--- config.mk ---
export PLATFORM = sky130hd
export DESIGN_NAME = ifetch
export DESIGN_NICKNAME = d
export VERILOG_FILES = /design/src/rtl/ifetch_pkg.sv /design/src/rtl/ifetch_fifo.sv /design/src/rtl/ifetch.sv
export SDC_FILE = /design/constraint.sdc
export NUM_CORES = 1
export LEC_CHECK = 0
export ABC_AREA = 1
export BUFFER_PORTS_ARGS = -buffer_cell sky130_fd_sc_hd__buf_2
export CAP_MARGIN = 5
export CORE_MARGIN = 5
export CORE_UTILIZATION = 55
export DETAILED_ROUTE_END_ITERATION = 6
export PLACE_DENSITY_LB_ADDON = 0.08
export SLEW_MARGIN = 20
export SYNTH_ARGS = -nofsm -noshare
export SYNTH_HDL_FRONTEND = slang
export SYNTH_SLANG_ARGS = --single-unit
--- constraint.sdc ---
create_clock -name clk -period 4.6 [get_ports clk]
set_clock_uncertainty 0.1 [all_clocks]
set_input_delay 0.46 -clock clk [delete_from_list [all_inputs] [get_ports clk]]
set_output_delay 0.46 -clock clk [all_outputs]
set_load 0.01 [all_outputs]
--- src/rtl/ifetch_pkg.sv ---
`default_nettype none
// +----------------------------------------------------------------------+
// | ifetch_pkg : shared types for the instruction fetch stage            |
// | Revision   : 1.0                                                     |
// +----------------------------------------------------------------------+
package ifetch_pkg;

    localparam logic [15:0] TRAP_INS = 16'h0000;

    typedef struct packed {
        logic [15:0] ins;
        logic        fault;
    } fetch_entry_t;

    typedef enum logic [0:0] {
        RUN  = 1'b0,
        HALT = 1'b1
    } fetch_state_t;

endpackage
`default_nettype wire

--- src/rtl/ifetch_fifo.sv ---
`default_nettype none
// +----------------------------------------------------------------------+
// | ifetch_fifo : circular prefetch buffer with push/pop/flush           |
// | Revision    : 1.0                                                    |
// +----------------------------------------------------------------------+
module ifetch_fifo #(
    parameter int  DEPTH   = 4,
    parameter type ENTRY_T = logic [16:0]
) (
    input  logic                           clk,
    input  logic                           reset,
    input  logic                           push,
    input  logic                           pop,
    input  logic                           flush,
    input  ENTRY_T                         din,
    output ENTRY_T                         head,
    output logic [$clog2(DEPTH+1)-1:0]     count
);

    localparam int c_PW = $clog2(DEPTH);
    localparam int c_CW = $clog2(DEPTH + 1);

    ENTRY_T            r_mem [DEPTH];
    logic [c_PW-1:0]   r_rd;
    logic [c_PW-1:0]   r_wr;
    logic [c_CW-1:0]   r_count;

    // Pointers wrap naturally because DEPTH is a power of two.
    always_ff @(posedge clk or posedge reset) begin
        if (reset) begin
            for (int i = 0; i < DEPTH; i++) begin
                r_mem[i] <= '0;
            end
            r_rd    <= '0;
            r_wr    <= '0;
            r_count <= '0;
        end else if (flush) begin
            r_rd    <= '0;
            r_wr    <= '0;
            r_count <= '0;
        end else begin
            if (push) begin
                r_mem[r_wr] <= din;
                r_wr        <= r_wr + c_PW'(1);
            end
            if (pop) begin
                r_rd <= r_rd + c_PW'(1);
            end
            if (push && !pop) begin
                r_count <= r_count + c_CW'(1);
            end else if (pop && !push) begin
                r_count <= r_count - c_CW'(1);
            end
        end
    end

    assign head  = r_mem[r_rd];
    assign count = r_count;

endmodule
`default_nettype wire

--- src/rtl/ifetch.sv ---
`default_nettype none
// +----------------------------------------------------------------------+
// | ifetch : instruction fetch stage with prefetch queue and redirect    |
// | Revision : 1.0                                                       |
// +----------------------------------------------------------------------+
module ifetch
    import ifetch_pkg::*;
#(
    parameter int            RV       = 32,
    parameter int            DEPTH    = 4,
    parameter logic [RV-1:0] RESET_PC = '0
) (
    input  logic          clk,
    input  logic          reset,
    output logic          mem_req,
    output logic [RV-1:0] mem_addr,
    input  logic          mem_ack,
    input  logic [15:0]   mem_rdata,
    input  logic          mem_err,
    input  logic          redirect,
    input  logic [RV-1:0] redirect_pc,
    input  logic          stall,
    output logic [15:0]   ins,
    output logic [RV-1:0] ins_pc,
    output logic          ifault,
    output logic          idone
);

    localparam int c_CW = $clog2(DEPTH + 1);

    fetch_state_t    r_st;
    logic [RV-1:0]   r_fpc;
    logic [RV-1:0]   r_hpc;
    logic [RV-1:0]   w_redirect_pc;
    logic [c_CW-1:0] w_count;
    logic            w_full;
    logic            w_push;
    fetch_entry_t    w_push_entry;
    fetch_entry_t    w_head;

    assign w_full        = (w_count == c_CW'(DEPTH));
    assign w_redirect_pc = redirect_pc & ~RV'(1);

    // Gating on reset keeps the request low while reset is asserted.
    assign mem_req  = !reset && (r_st == RUN) && !w_full && !redirect;
    assign mem_addr = r_fpc;
    assign idone    = (w_count != '0) && !stall && !redirect;
    assign w_push   = mem_req && mem_ack;

    always_comb begin
        w_push_entry.ins   = mem_err ? TRAP_INS : mem_rdata;
        w_push_entry.fault = mem_err;
    end

    always_ff @(posedge clk or posedge reset) begin
        if (reset) begin
            r_st  <= RUN;
            r_fpc <= RESET_PC;
            r_hpc <= RESET_PC;
        end else if (redirect) begin
            r_st  <= RUN;
            r_fpc <= w_redirect_pc;
            r_hpc <= w_redirect_pc;
        end else begin
            if (w_push) begin
                r_fpc <= r_fpc + RV'(2);
                if (mem_err) begin
                    r_st <= HALT;
                end
            end
            if (idone) begin
                r_hpc <= r_hpc + RV'(2);
            end
        end
    end

    ifetch_fifo #(
        .DEPTH   (DEPTH),
        .ENTRY_T (fetch_entry_t)
    ) u_fifo (
        .clk   (clk),
        .reset (reset),
        .push  (w_push),
        .pop   (idone),
        .flush (redirect),
        .din   (w_push_entry),
        .head  (w_head),
        .count (w_count)
    );

    assign ins    = w_head.ins;
    assign ifault = w_head.fault;
    assign ins_pc = r_hpc;

endmodule
`default_nettype wire

# Yosys cells after proc, flatten, opt, wreduce, memory -nomap -nowiden
# Index checks and enable logic that the tools add are counted.
[totals]
regBits = 140
in_bits = 54
out_inout_bits = 83
wordCells = 71
[op_classes]
n_addsub = 6
magnitude_cmp = 3
eq_ne = 1
muxes = 21
n_bitwise = 4
reduce_logical = 22
[ops]
columns = ["operator", "count"]
rows = [
  ["$mux 32", 4],
  ["$bwmux 68", 1],
  ["$add 32x2->32 const B", 2],
  ["$mux 17", 3],
  ["$bmux 17 s2", 1],
  ["$demux 17 s2", 1],
  ["$mux 16", 1],
  ["$logic_and 1x1->1", 9],
  ["$mux 3", 3],
  ["$mux 2", 4],
  ["$ge 3x3->1 const B", 2],
  ["$logic_not 1->1", 6],
  ["$not 2->3", 2],
  ["$reduce_bool 2->1", 3],
  ["$reduce_bool 3->1", 2],
  ["$add 2x1->2 const B", 2],
  ["$reduce_and 2->1", 2],
  ["$add 3x1->3 const B", 1],
  ["$eq 3x3->1 const B", 1],
  ["$lt 3x1->1 const B", 1],
  ["$mux 1", 3],
  ["$sub 3x1->3 const B", 1],
  ["$not 1->1", 2],
]

# Longest topological paths before layout
[depth]
ltp_word = 10
mapped_depth = 12
depth_no_buf = 12

# Modules after synthesis
# From an unflattened synthesis, not the netlist that was laid out.
[hier_totals]
cells_unflattened = 1145
hier_area_um2 = 8401.8
[by_module_without_submodules]
columns = ["mod", "n_inst", "cells_per_inst", "area_each_um2", "seq_area_each_um2"]
rows = [
  ["ifetch", 1, 759, 4814.6, 1576.5],
  ["ifetch_fifo", 1, 386, 3587.2, 1876.8],
]

# Least setup slack after synthesis
# Ideal clock, no wire load.
[synth_timing]
path_type = "input to register"
startpoint = "input port reset"
endpoint = "register u_fifo.r_count[1] (netlist: u_fifo.count[1])"
setup_ns = 0.083
t_arrival_ns = 3.387
required_time_ns = 4.417
setup_slack_ns = 1.031
stages = 9
path_buffers = 0
path_cell_list = "inv_2 > nand2_1 > nor2_4 > nand3_4 > nor2_1 > fa_1 > nor2_1 > nand2_1 > o21ai_0"
[synth_between]
elab_chain_len = 8
word_cells_on_any_way = 11
cone_classes = "2 x mux; 9 x reduce/logical"
[synth_rtl]
columns = ["item", "line_no", "text"]
rows = [
  ["start: declaration", "ifetch.sv:14", "input logic reset,"],
  ["$logic_not 1->1 (no line) (*)", "n/a", ""],
  ["$logic_and 1x1->1 (*) (3 in series)", "ifetch.sv:45", "assign mem_req = !reset && (r_st == RUN) && !w_full && !redirect;"],
  ["$logic_and 1x1->1 (*)", "ifetch.sv:48", "assign w_push = mem_req && mem_ack;"],
  ["$logic_and 1x1->1 or $logic_not 1->1 (tied branches)", "ifetch_fifo.sv:49, ifetch_fifo.sv:51", ""],
  ["$mux 3 or $logic_and 1x1->1 (tied branches)", "ifetch_fifo.sv:49, ifetch_fifo.sv:51", ""],
  ["$mux 3 or $reduce_bool 3->1 (tied branches)", "n/a", ""],
  ["end signal: assignment", "ifetch_fifo.sv:50", "r_count <= r_count + c_CW'(1);"],
  ["end signal: assignment", "ifetch_fifo.sv:52", "r_count <= r_count - c_CW'(1);"],
  ["end: declaration", "ifetch_fifo.sv:26", "logic [c_CW-1:0] r_count;"],
]
# Every way passes the cells marked *; elsewhere a longest branch is shown, timed or not.
# A chain may end at the register's enable or synchronous reset.

# Worst setup path in the final report
[layout_timing]
startpoint = "register u_fifo.r_rd[0]"
endpoint = "output port ins[15]"
[layout_between]
elab_chain_len = 4
[layout_rtl]
columns = ["item", "line_no", "text"]
rows = [
  ["start: declaration", "ifetch_fifo.sv:24", "logic [c_PW-1:0] r_rd;"],
  ["start signal: assignment", "ifetch_fifo.sv:47", "r_rd <= r_rd + c_PW'(1);"],
  ["$not 2->3 (implied by the code)", "ifetch_fifo.sv:57", "assign head = r_mem[r_rd];"],
  ["$bmux 17 s2", "ifetch_fifo.sv:57", ""],
  ["$mux 17 (implied by the code) (2 in series)", "ifetch_fifo.sv:57", ""],
  ["end: declaration", "ifetch.sv:23", "output logic [15:0] ins,"],
]
# Every way passes these cells. The select of a mux whose other input is x is not followed.

==> impl_results.md <==
* Worst Reg-to-Reg Cells at 10
* Number of register bits inferred by synthesis at 138
* Dpl ws at 1670 ps
* Clock root buffer: sky130_fd_sc_hd__clkbuf_16
* CTS Hold Bufs at 0
* Source-to-sink clock delay at the later pin of the worst-skew pair at 430 ps
* Type of the worst setup path: reg -> out
* Global-route track usage on met1 at 40.5%
* Final hold slack at 214 ps
* Post-synthesis sequential area ratio at 42.0%
* Total routing resource utilization after global routing at 27.4%
* Critical Path AT at 2780 ps
* Global-route met3 utilization at 5.69%
* DR DRC count at 0
* Number of fill cells in the layout at 1361
* Initial core utilization at 56.4%
* Diodes inserted at 0
* Detailed-placement wirelength estimate at 17000 um
* Dominant cells by area after synthesis: sky130_fd_sc_hd__dfrtp_1, sky130_fd_sc_hd__nand2_1, sky130_fd_sc_hd__nor2_1
* End point of the most critical hold path: mem_addr[16]$_DFFE_PP0P_
* Floorplan die area at 17500 um^2
* Synthesis warning total at 0
* Via-to-Cell Ratio at 5.33
* Crit Reg-Reg Startpoint: r_st$_DFFE_PP0P_
* DRT Pass-1 Iters at 5
* Final setup viols at 0
* Routed WL per cell at 15.7 um
* X dimension of the die at 132 um
* Final WL at 24200 um
* Number of resized instances in the post-cts repair step at 0
* Worst slew margin relative to its limit at 33.7%
* Maximum buffer depth of the clock tree at 2
* Initial antenna violation count at 1
* CP startpoint: u_fifo.r_rd[0]$_DFFE_PP0N_
* IO Pins at 137
* Worst vdd rail ir drop at 254 uV
* Setup TNS at 0 ps
* Floorplan core area at 14600 um^2
* Critical path startpoint category: register
* Global-route wire length before repair at 38900 um
* Internal reg-to-reg setup slack at 2180 ps
* Register cell area after layout at 3450 um^2
* Mapped Cells at 1222
* Count of distinct cell types in the synthesized netlist at 36
* Worst-path fanout max at 37
* Beginning of the worst hold path: redirect_pc[16]
* Worst Setup Slack, final at 1260 ps
* Final hold violation count at 0
* Max-capacitance violation count at 0
* Maximum clock frequency at 299 MHz
* Worst Setup End Kind: primary output
* Part of the cycle the worst path needs at 72.6%
* Class of the worst hold path: in -> reg
* Clock slew at reported path FFs at 60 ps
* Combined area of the multi-input logic cells at 4060 um^2
* Layout cell share with drive strength beyond 1 at 15.2%
* Library cell occupying the most area in the post-synthesis netlist: sky130_fd_sc_hd__dfrtp_1
* Number of buffers inserted by port buffering at 133
* Core Rows at 44
* Standby leakage power at 0.00513 uW
* Antenna violation net count after detailed routing at 0
* TritonCTS clock tree: built
* Post-CTS Repair Setup Buffers at 0
* R2r endpoint: mem_addr[13]$_DFFE_PP0P_
* Floorplan die height at 132 um
* Final worst path period need at 3340 ps
* Number of cells on the worst hold path at 3
* Total via count after detailed routing at 8195
* Worst endpoint required time at 4040 ps
* First DRT Iteration DRCs at 930
* Largest net degree at the start of global routing at 73
* Net count, final at 1401
* Outcome: finished, final reports clean
* Vias in the first global route at 7473
* Area share of the leading cell type in the synthesized netlist at 42.0%
* Total CTS buffers at 17
* Final weighted congestion of routability-driven global placement at 0.925
* CTS sink cnt at 138
* Leading cell type in the layout, fill and taps excluded: sky130_fd_sc_hd__nand2_1
* Synthesis-to-finish area growth at 15.6%
* Cell area after synthesis at 8230 um^2
* Post-Synthesis Mean Instance Area at 6.73 um^2
* Transition time at the pin with the least slew margin at 988 ps
* Unrepaired setup endpoints after global routing: no
* Commonest non-fill, non-tap cells in the layout: sky130_fd_sc_hd__nand2_1, sky130_fd_sc_hd__nor2_1, sky130_fd_sc_hd__dfrtp_1
* Leftover overflow at the end of global routing at 0
* Total number of H-tree levels at 4
* Routing layer with the top usage in global route: met2
* Global routing met2 resource utilization at 41.5%
* Max Slew Vio Count at 0
* Pwr per Cell Area at 454 nW/um^2
[report_power, final]
group	leakage [uW]	internal [uW]	switching, uW
logic	0.00308	461	783
clock network	0.000279	825	541
registers	0.00177	1460	254
[cell usage after synthesis (all sizes together)]
| cell | count |
|---|---|
| xor2 | 12 |
| xnor2 | 9 |
| o221ai | 1 |
| nand4 | 3 |
| conb | 1 |
| buf | 26 |
| o22ai | 16 |
| dfrtp | 138 |
| nand2 | 550 |
| o21ai | 84 |
| nor2 | 154 |
| clkbuf | 12 |
| a31oi | 2 |
| o211ai | 9 |
| or2 | 1 |
| inv | 126 |
| a21oi | 8 |
| clkinv | 1 |
| fa | 1 |
| ha | 6 |
| nor3 | 2 |
| nand3 | 57 |
| o21bai | 3 |
[state kept, by name (all words and copies together), names as in the netlist]
| register | count |
|---|---|
| r_st | 1 |
| mem_addr | 31 |
| u_fifo.r_rd | 2 |
| ins_pc | 31 |
| u_fifo.count | 3 |
| u_fifo.r_wr | 2 |
| u_fifo.r_mem | 68 |
[logic make-up after synthesis]
| family | after synthesis | share of synthesized area (%) |
|---|---|---|
| AND/OR/NAND/NOR | 767 | 37.7 |
| buffers and inverters | 165 | 8.70 |
| flip-flops | 138 | 42.0 |
| AO/OA/AOI/OAI | 123 | 8.16 |
| XOR/XNOR | 21 | 2.24 |
| adder cells (fa/ha/maj) | 7 | 1.16 |
| other | 1 | 0.0456 |
[worst max path at each step]
stage / to / cells past startpoint
detailed placement: u_fifo.count[2]$_DFFE_PP0P_ / 12
global route: ins[12] / 5
CTS: ins[15] / 5
global placement: u_fifo.count[2]$_DFFE_PP0P_ / 12
floorplan: u_fifo.count[1]$_DFFE_PP0P_ / 9
finish: ins[15] / 5
[critical path, stage by stage (launching register included)]
cell and delay, ps:
sky130_fd_sc_hd__dfrtp_1 320, sky130_fd_sc_hd__buf_4 330, sky130_fd_sc_hd__clkinv_1 870, sky130_fd_sc_hd__o21ai_0 520, sky130_fd_sc_hd__o22ai_1 140, sky130_fd_sc_hd__buf_2 160
[area by class of cell]
type | count | area share, %
Clock buffer | 21 | 4.84
Clock inverter | 11 | 1.26
Inverter | 127 | 5.22
Multi-Input combinational cell | 920 | 42.7
Sequential cell | 138 | 36.3
Tap cell | 184 | 2.42
Timing Repair Buffer | 136 | 7.23
[stage by stage]
step	utilization [%]	power [uW]	cell area, um^2	std cells
finish	65.2	4320	9510	1537
CTS	65.2	4340	9510	1537
detailed placement	61.2	2970	8930	1505
floorplan	-	2530	8230	1223
global placement	61.2	2940	8930	1505
global route	65.2	4600	9510	1537
[layer usage]
metal | share of wire [%] | vias to the layer above
met2 | 45 | 347
li1 | - | 4014
met1 | 45 | 3790
met5 | 0.054 | -
met3 | 8.3 | 42
met4 | 1.7 | 2
No activity file was read; power rests on OpenSTA's default activity.
